File: src/rtl/edge_fb_writer_if.sv
// Framebuffer write bus driven by edge_fb_writer.
// The master modport belongs to the writer. The slave modport belongs to the framebuffer RAM.
interface edge_fb_writer_if #(
   parameter int unsigned FB_SIZE = 16
) ();

   logic [FB_SIZE-1:0] addr_out;
   logic               pixel_out;
   logic               we_out;

   modport master (
      output addr_out,
      output pixel_out,
      output we_out
   );

   modport slave (
      input addr_out,
      input pixel_out,
      input we_out
   );

endinterface

File: src/rtl/edge_fb_writer.sv
// Write side of the 1-bit edge framebuffer.
// - Decimates the thresholded Sobel stream 4x in each axis, using a horizontal OR per group.
// - Writes exactly one frame per start_in request.
// - Pulses frame_done_out once the final address has been written.
// Optional macro EDGE_FB_ROW_OR_EN also ORs vertically, through a one-line column buffer.
module edge_fb_writer #(
   parameter int unsigned SRC_WIDTH  = 1280,
   parameter int unsigned SRC_HEIGHT = 720,
   parameter int unsigned FB_WIDTH   = SRC_WIDTH / 4,
   parameter int unsigned FB_HEIGHT  = SRC_HEIGHT / 4,
   parameter int unsigned FB_SIZE    = $clog2(FB_WIDTH * FB_HEIGHT)
) (
   input  logic             clk_in,
   input  logic             rst_in,
   input  logic [10:0]      hcount_in,
   input  logic [9:0]       vcount_in,
   input  logic             valid_in,
   input  logic             pixel_in,
   input  logic             start_in,
   edge_fb_writer_if.master fb,
   output logic             busy_out,
   output logic             frame_done_out
);

   localparam logic [10:0]        SrcW     = 11'(SRC_WIDTH);
   localparam logic [9:0]         SrcH     = 10'(SRC_HEIGHT);
   localparam logic [FB_SIZE-1:0] LastAddr = FB_SIZE'(FB_WIDTH * FB_HEIGHT - 1);

   typedef enum logic [1:0] {
      StIdle,
      StWaitSof,
      StCapture,
      StDone
   } state_e;

   state_e state_q, state_d;

   logic               acc_q, acc_d;
   logic               we_q, we_d;
   logic [FB_SIZE-1:0] addr_q, addr_d;
   logic               pix_q, pix_d;

   logic               accept, sof, finish, take;
   logic               grp_first, grp_last;
   logic               h_or;
   logic               line_sel, wr_line;
   logic               wr_issue, wr_data;
   logic [7:0]         row;
   logic [8:0]         col;
   logic [FB_SIZE-1:0] row_base, wr_addr;

   assign accept    = valid_in && (hcount_in < SrcW) && (vcount_in < SrcH);
   assign sof       = accept && (hcount_in == 11'd0) && (vcount_in == 10'd0);
   // The last write is on the bus, so stop taking pixels and leave CAPTURE next cycle.
   assign finish    = we_q && (addr_q == LastAddr);
   assign take      = ((state_q == StCapture) && accept && !finish) ||
                      ((state_q == StWaitSof) && sof);
   assign grp_first = (hcount_in[1:0] == 2'd0);
   assign grp_last  = (hcount_in[1:0] == 2'd3);
   // OR of the group so far, including this pixel; the first pixel of a group reloads.
   assign h_or      = pixel_in | (grp_first ? 1'b0 : acc_q);

   assign row = vcount_in[9:2];
   assign col = hcount_in[10:2];

   // Row base address: the default x320 geometry uses shift-add, other geometries multiply.
   if (FB_WIDTH == 320) begin : g_x320
      assign row_base = (FB_SIZE'(row) << 8) + (FB_SIZE'(row) << 6);
   end else begin : g_xgen
      assign row_base = FB_SIZE'(row) * FB_SIZE'(FB_WIDTH);
   end

   assign wr_addr = row_base + FB_SIZE'(col);

`ifdef EDGE_FB_ROW_OR_EN
   localparam int unsigned ColW = $clog2(FB_WIDTH);

   logic [FB_WIDTH-1:0] lb_q, lb_d;
   logic [ColW-1:0]     lb_idx;

   assign lb_idx   = hcount_in[ColW+1:2];
   assign line_sel = 1'b1;
   assign wr_line  = (vcount_in[1:0] == 2'd3);
   assign wr_data  = lb_q[lb_idx] | h_or;

   // Column buffer: line 0 of each band loads, lines 1-2 OR in, and line 3 consumes.
   always_comb begin
      lb_d = lb_q;
      if (take && sof) begin
         lb_d = '0;
      end else if (take && grp_last) begin
         if (vcount_in[1:0] == 2'd0) begin
            lb_d[lb_idx] = h_or;
         end else if (vcount_in[1:0] != 2'd3) begin
            lb_d[lb_idx] = lb_q[lb_idx] | h_or;
         end
      end
   end

   // Column buffer register.
   always_ff @(posedge clk_in or negedge rst_in) begin
      if (!rst_in) begin
         lb_q <= '0;
      end else begin
         lb_q <= lb_d;
      end
   end
`else
   assign line_sel = (vcount_in[1:0] == 2'd0);
   assign wr_line  = 1'b1;
   assign wr_data  = h_or;
`endif

   // Group accumulator and write issue. The accumulator clears after each write.
   // A group whose first pixel never arrives therefore starts from zero.
   always_comb begin
      acc_d    = acc_q;
      wr_issue = 1'b0;
      if (take && line_sel) begin
         acc_d    = grp_last ? 1'b0 : h_or;
         wr_issue = grp_last && wr_line;
      end
   end

   // Next values of the registered write bus. The address and data hold when no write is issued.
   always_comb begin
      we_d   = wr_issue;
      addr_d = addr_q;
      pix_d  = pix_q;
      if (wr_issue) begin
         addr_d = wr_addr;
         pix_d  = wr_data;
      end
   end

   // Datapath registers.
   always_ff @(posedge clk_in or negedge rst_in) begin
      if (!rst_in) begin
         acc_q  <= 1'b0;
         we_q   <= 1'b0;
         addr_q <= '0;
         pix_q  <= 1'b0;
      end else begin
         acc_q  <= acc_d;
         we_q   <= we_d;
         addr_q <= addr_d;
         pix_q  <= pix_d;
      end
   end

   // FSM state register.
   always_ff @(posedge clk_in or negedge rst_in) begin
      if (!rst_in) begin
         state_q <= StIdle;
      end else begin
         state_q <= state_d;
      end
   end

   // FSM next state. A SOF in CAPTURE restarts in place, because addresses derive from the counts.
   always_comb begin
      state_d = state_q;
      unique case (state_q)
         StIdle:    if (start_in) state_d = StWaitSof;
         StWaitSof: if (sof) state_d = StCapture;
         StCapture: if (finish) state_d = StDone;
         StDone:    state_d = StIdle;
         default:   state_d = StIdle;
      endcase
   end

   // FSM outputs.
   always_comb begin
      busy_out       = (state_q == StWaitSof) || (state_q == StCapture);
      frame_done_out = (state_q == StDone);
   end

   assign fb.addr_out  = addr_q;
   assign fb.pixel_out = pix_q;
   assign fb.we_out    = we_q;

endmodule

File: src/flat_wrapper.sv
// flat-port wrapper written by rule: the top's interface ports become plain ports
module edge_fb_writer_flat 
#(
   parameter int unsigned SRC_WIDTH  = 1280,
   parameter int unsigned SRC_HEIGHT = 720,
   parameter int unsigned FB_WIDTH   = SRC_WIDTH / 4,
   parameter int unsigned FB_HEIGHT  = SRC_HEIGHT / 4,
   parameter int unsigned FB_SIZE    = $clog2(FB_WIDTH * FB_HEIGHT)
)
  (clk_in, rst_in, hcount_in, vcount_in, valid_in, pixel_in, start_in, busy_out, frame_done_out, fb_addr_out, fb_pixel_out, fb_we_out);
  edge_fb_writer_if #(.FB_SIZE(FB_SIZE)) fb_i ();
  input  logic clk_in;
  input  logic rst_in;
  input  logic [10:0] hcount_in;
  input  logic [9:0] vcount_in;
  input  logic valid_in;
  input  logic pixel_in;
  input  logic start_in;
  output logic busy_out;
  output logic frame_done_out;
  output wire logic [$bits(fb_i.addr_out)-1:0] fb_addr_out;
  output wire logic [$bits(fb_i.pixel_out)-1:0] fb_pixel_out;
  output wire logic [$bits(fb_i.we_out)-1:0] fb_we_out;
  assign fb_addr_out = fb_i.addr_out;
  assign fb_pixel_out = fb_i.pixel_out;
  assign fb_we_out = fb_i.we_out;
  edge_fb_writer #(.SRC_WIDTH(SRC_WIDTH), .SRC_HEIGHT(SRC_HEIGHT), .FB_WIDTH(FB_WIDTH), .FB_HEIGHT(FB_HEIGHT), .FB_SIZE(FB_SIZE)) u_core (.clk_in(clk_in), .rst_in(rst_in), .hcount_in(hcount_in), .vcount_in(vcount_in), .valid_in(valid_in), .pixel_in(pixel_in), .start_in(start_in), .fb(fb_i), .busy_out(busy_out), .frame_done_out(frame_done_out));
endmodule
File: config.mk
export PLATFORM = sky130hd
export DESIGN_NAME = edge_fb_writer_flat
export DESIGN_NICKNAME = d
export VERILOG_FILES = /design/src/rtl/edge_fb_writer_if.sv /design/src/rtl/edge_fb_writer.sv /design/src/flat_wrapper.sv
export SDC_FILE = /design/constraint.sdc
export NUM_CORES = 1
export LEC_CHECK = 0
export ABC_AREA = 1
export BUFFER_PORTS_ARGS = -buffer_cell sky130_fd_sc_hd__buf_4
export CORE_MARGIN = 5
export CORE_UTILIZATION = 40
export DETAILED_ROUTE_END_ITERATION = 10
export SETUP_SLACK_MARGIN = 0.15
export SLEW_MARGIN = 10
export SYNTH_ARGS = -nofsm -noshare
export SYNTH_HDL_FRONTEND = slang
export SYNTH_SLANG_ARGS = --single-unit
File: constraint.sdc
create_clock -name clk_in -period 4.7 [get_ports clk_in]
set_clock_uncertainty 0.2 [all_clocks]
set_input_delay 0.235 -clock clk_in [delete_from_list [all_inputs] [get_ports clk_in]]
set_output_delay 0.235 -clock clk_in [all_outputs]
set_load 0.02 [all_outputs]
==> flow_summary_export.csv <==
group,metric,value,unit
run_status,status,"finished clean",
clocking,cts_max_path_buffers,2,
die,die_w,75.49,um
yosys,synth_seq_cells,21,
clocking,cts_tree,"done",
routing,first_pass_iters,4,
sta,worst_slack,2.595,ns
clocking,numCtsBuffers,3,
grt,grt_overflow,0,
sta,rsz0062_at_grt,"false",
yosys,synthCells,240,
power_and_ir_drop,power.share.combinational,49.7,%
routing,via_per_inst,4.821,
yosys,syn_avg_cell_area,7.147,sq um
worst_setup_path,endpoint_kind,"flop",
worst_hold_path,min_path_type,"in2reg",
routing,vias,1620,
worst_setup_path,cp-start-kind,"input port",
finish,final_common_cell,"nand2_1",
grt,antenna_found_initial,0,
die,ios,46,
grt,grt_pass1_vias,1488,
routing,wl_per_cell,11.90,um
grt,grt_max_degree,22,
yosys,yosysWarnings,0,
clocking,clock_latency,0.25,ns
die,die_area,0.005698,sq mm
sta,finalMaxSlewViolations,0,
sta,setup_viol,0,
flow_run,maxCapViolCount,0,
power_and_ir_drop,swShare,41.72,%
finish,drive_above_1_share,20.63,%
finish,fin_area,0.002142,sq mm
worst_setup_path,worstPathRequired,4.65,ns
power_and_ir_drop,power.leakage,0.001242,uW
place,pre_cts_ws,2.321,ns
yosys,syn_area,0.001715,sq mm
routing,antenna_left,0,
finish,area_growth,24.87,%
sta,hold_viol_final,0,
worst_setup_path,arrival,2.05,ns
power_and_ir_drop,p_per_area,347.5,mW/mm^2
clocking,clockRootBuffer,"clkbuf_8",
yosys,ys_types,26,
worst_setup_path,crit_fanout,3,
place,dpl_cell_area,0.002086,sq mm
die,dieHeight,75.49,um
finish,mostFrequentLayoutCells,"90 x nand2_1, 45 x buf_4, 31 x inv_1",
place,io_buffers,45,
sta,slew_headroom,64.78,%
clocking,cts.clk_slew.worst_paths,0.08,ns
clocking,cts_num_sinks,21,
sta,min_period,2.105,ns
die,fp-row-count,23,
yosys,syn_nets,287,
clocking,cts_setup_buffers,0,
finish,final_nets,334,
power_and_ir_drop,p_int,433.8,uW
power_and_ir_drop,p_total,744.3,uW
routing,drcViolationCount,0,
power_and_ir_drop,seq_power_share,34.6,%
clocking,cts_max_level,1,
grt,track_usage,15.12,%
place,dp_hpwl,3.340,mm
place,place_congestion,0.9771,
sta,min_period_over_period,44.79,%
finish,diodes,0,
sta,tns,0,ns
routing,drt-initial-drc-count,93,
sta,worst_pin_slew,0.5251,ns
yosys,seq_area_frac_synth,30.63,%
sta,fmax,0.4750,GHz
power_and_ir_drop,p_clk_share,15.7,%
worst_setup_path,worst-setup-path-type,"in2reg",
power_and_ir_drop,ir_drop,0.0002921,V
die,initial_core_util,41.98,%
power_and_ir_drop,p_sw,310.5,uW
grt,grt_pass1_wl,6.762,mm
routing,wl,3.999,mm
sta,whs,0.04050,ns
die,fp.coreArea,0.004086,sq mm
registers in the layout (all words and copies together), names as in the netlist:
name                 count
u_core.fb.addr_out      16
u_core.acc_q             1
u_core.fb.we_out         1
u_core.state_q           2
u_core.fb.pixel_out      1
synth_stat cells:
| master | n | area share, % |
|---|---|---|
| or2_2 | 1 | 0.36 |
| nor2_2 | 4 | 1.5 |
| nand3_4 | 1 | 1.0 |
| nor3_1 | 1 | 0.29 |
| o21ai_0 | 2 | 0.58 |
| nor2_4 | 1 | 0.66 |
| nand4_1 | 19 | 6.9 |
| a21oi_1 | 3 | 0.88 |
| clkbuf_1 | 1 | 0.22 |
| inv_1 | 31 | 6.8 |
| nand4_2 | 1 | 0.73 |
| nand2_4 | 1 | 0.66 |
| clkinv_1 | 1 | 0.22 |
| buf_6 | 1 | 0.66 |
| nand2_2 | 1 | 0.36 |
| o21a_1 | 1 | 0.44 |
| xor2_1 | 3 | 1.5 |
| fa_1 | 2 | 2.3 |
| nand3_1 | 14 | 4.1 |
| nand2_1 | 90 | 20 |
| buf_4 | 2 | 0.88 |
| ha_1 | 19 | 14 |
| dfrtp_1 | 21 | 31 |
| o21bai_1 | 2 | 0.88 |
| nor2_1 | 16 | 3.5 |
| or2_0 | 1 | 0.36 |
final cells by class:
cell class                      count  area [sq um]
Clock buffer                        3         41.29
Clock inverter                      1         5.005
Fill cell                         445          1944
Inverter                           32         120.1
Multi-Input combinational cell    183          1040
Sequential cell                    21         525.5
Tap cell                           50         62.56
Timing Repair Buffer               46         347.8
critical path: stages:
cell     delay (ns)
buf_4          0.07
inv_1          0.06
fa_1           0.54
inv_1          0.07
fa_1           0.47
nand3_1        0.11
nand3_1        0.10
nand2_1        0.09
nand2_1        0.05
nand2_1        0.06
nand2_1        0.04
nand4_1        0.07
nand2_1        0.07
metal layers:
metal  global-route usage (%)  wire, um
met2                    24.07      1743
met5                        0         0
met4                    2.330        27
met1                    22.33      1980
met3                    1.979       248
timing repair:
| item | CTS | global route |
|---|---|---|
| hold endpoints to repair | 21 | 0 |
| setup endpoints to repair | 0 | 0 |
| gates resized for setup | 0 | 0 |
| hold buffers | 1 | 0 |
power groups by stage:
| stage | Clock, uW | Combinational [uW] | Sequential (uW) |
|---|---|---|---|
| 2_1_floorplan | 0 | 216 | 292 |
| 3_3_place_gp | 0 | 372 | 261 |
| 3_5_place_dp | 0 | 374 | 262 |
| 4_1_cts | 117 | 375 | 258 |
| 5_1_grt | 127 | 418 | 264 |
| 6_report | 117 | 370 | 258 |
final timing paths:
path / start / endpoint / slack, ns / depth (start not counted)
setup / recovery: hcount_in[10] / u_core.fb.addr_out[15] / 2.59 / 13
hold / removal: hcount_in[5] / u_core.fb.addr_out[3] / 0.04 / 3
setup reg to reg: u_core.fb.addr_out[11] / u_core.fb.addr_out[3] / 2.88 / 8
hold reg to reg: u_core.fb.addr_out[10] / u_core.fb.addr_out[10] / 0.29 / 2
max in group asynchronous: rst_in / u_core.fb.addr_out[8] / 3.90 / 2
min in group asynchronous: rst_in / u_core.fb.addr_out[10] / 0.20 / 2
cells by family after synthesis:
| group | synth area share (%) |
|---|---|
| AO/OA/AOI/OAI | 2.771 |
| XOR/XNOR | 1.532 |
| adder cells (fa/ha/maj) | 16.19 |
| buffers and inverters | 8.752 |
| flip-flops | 30.63 |
| AND/OR/NAND/NOR | 40.12 |
through the flow:
stage / instances / utilization [%]
final: 336 / 52.42
after global routing: 336 / 52.42
after CTS: 336 / 52.42
after detailed placement: 331 / 51.04
after global placement: 331 / 51.04
after floorplan: 240 / -
(Power assumes the default switching activity.)
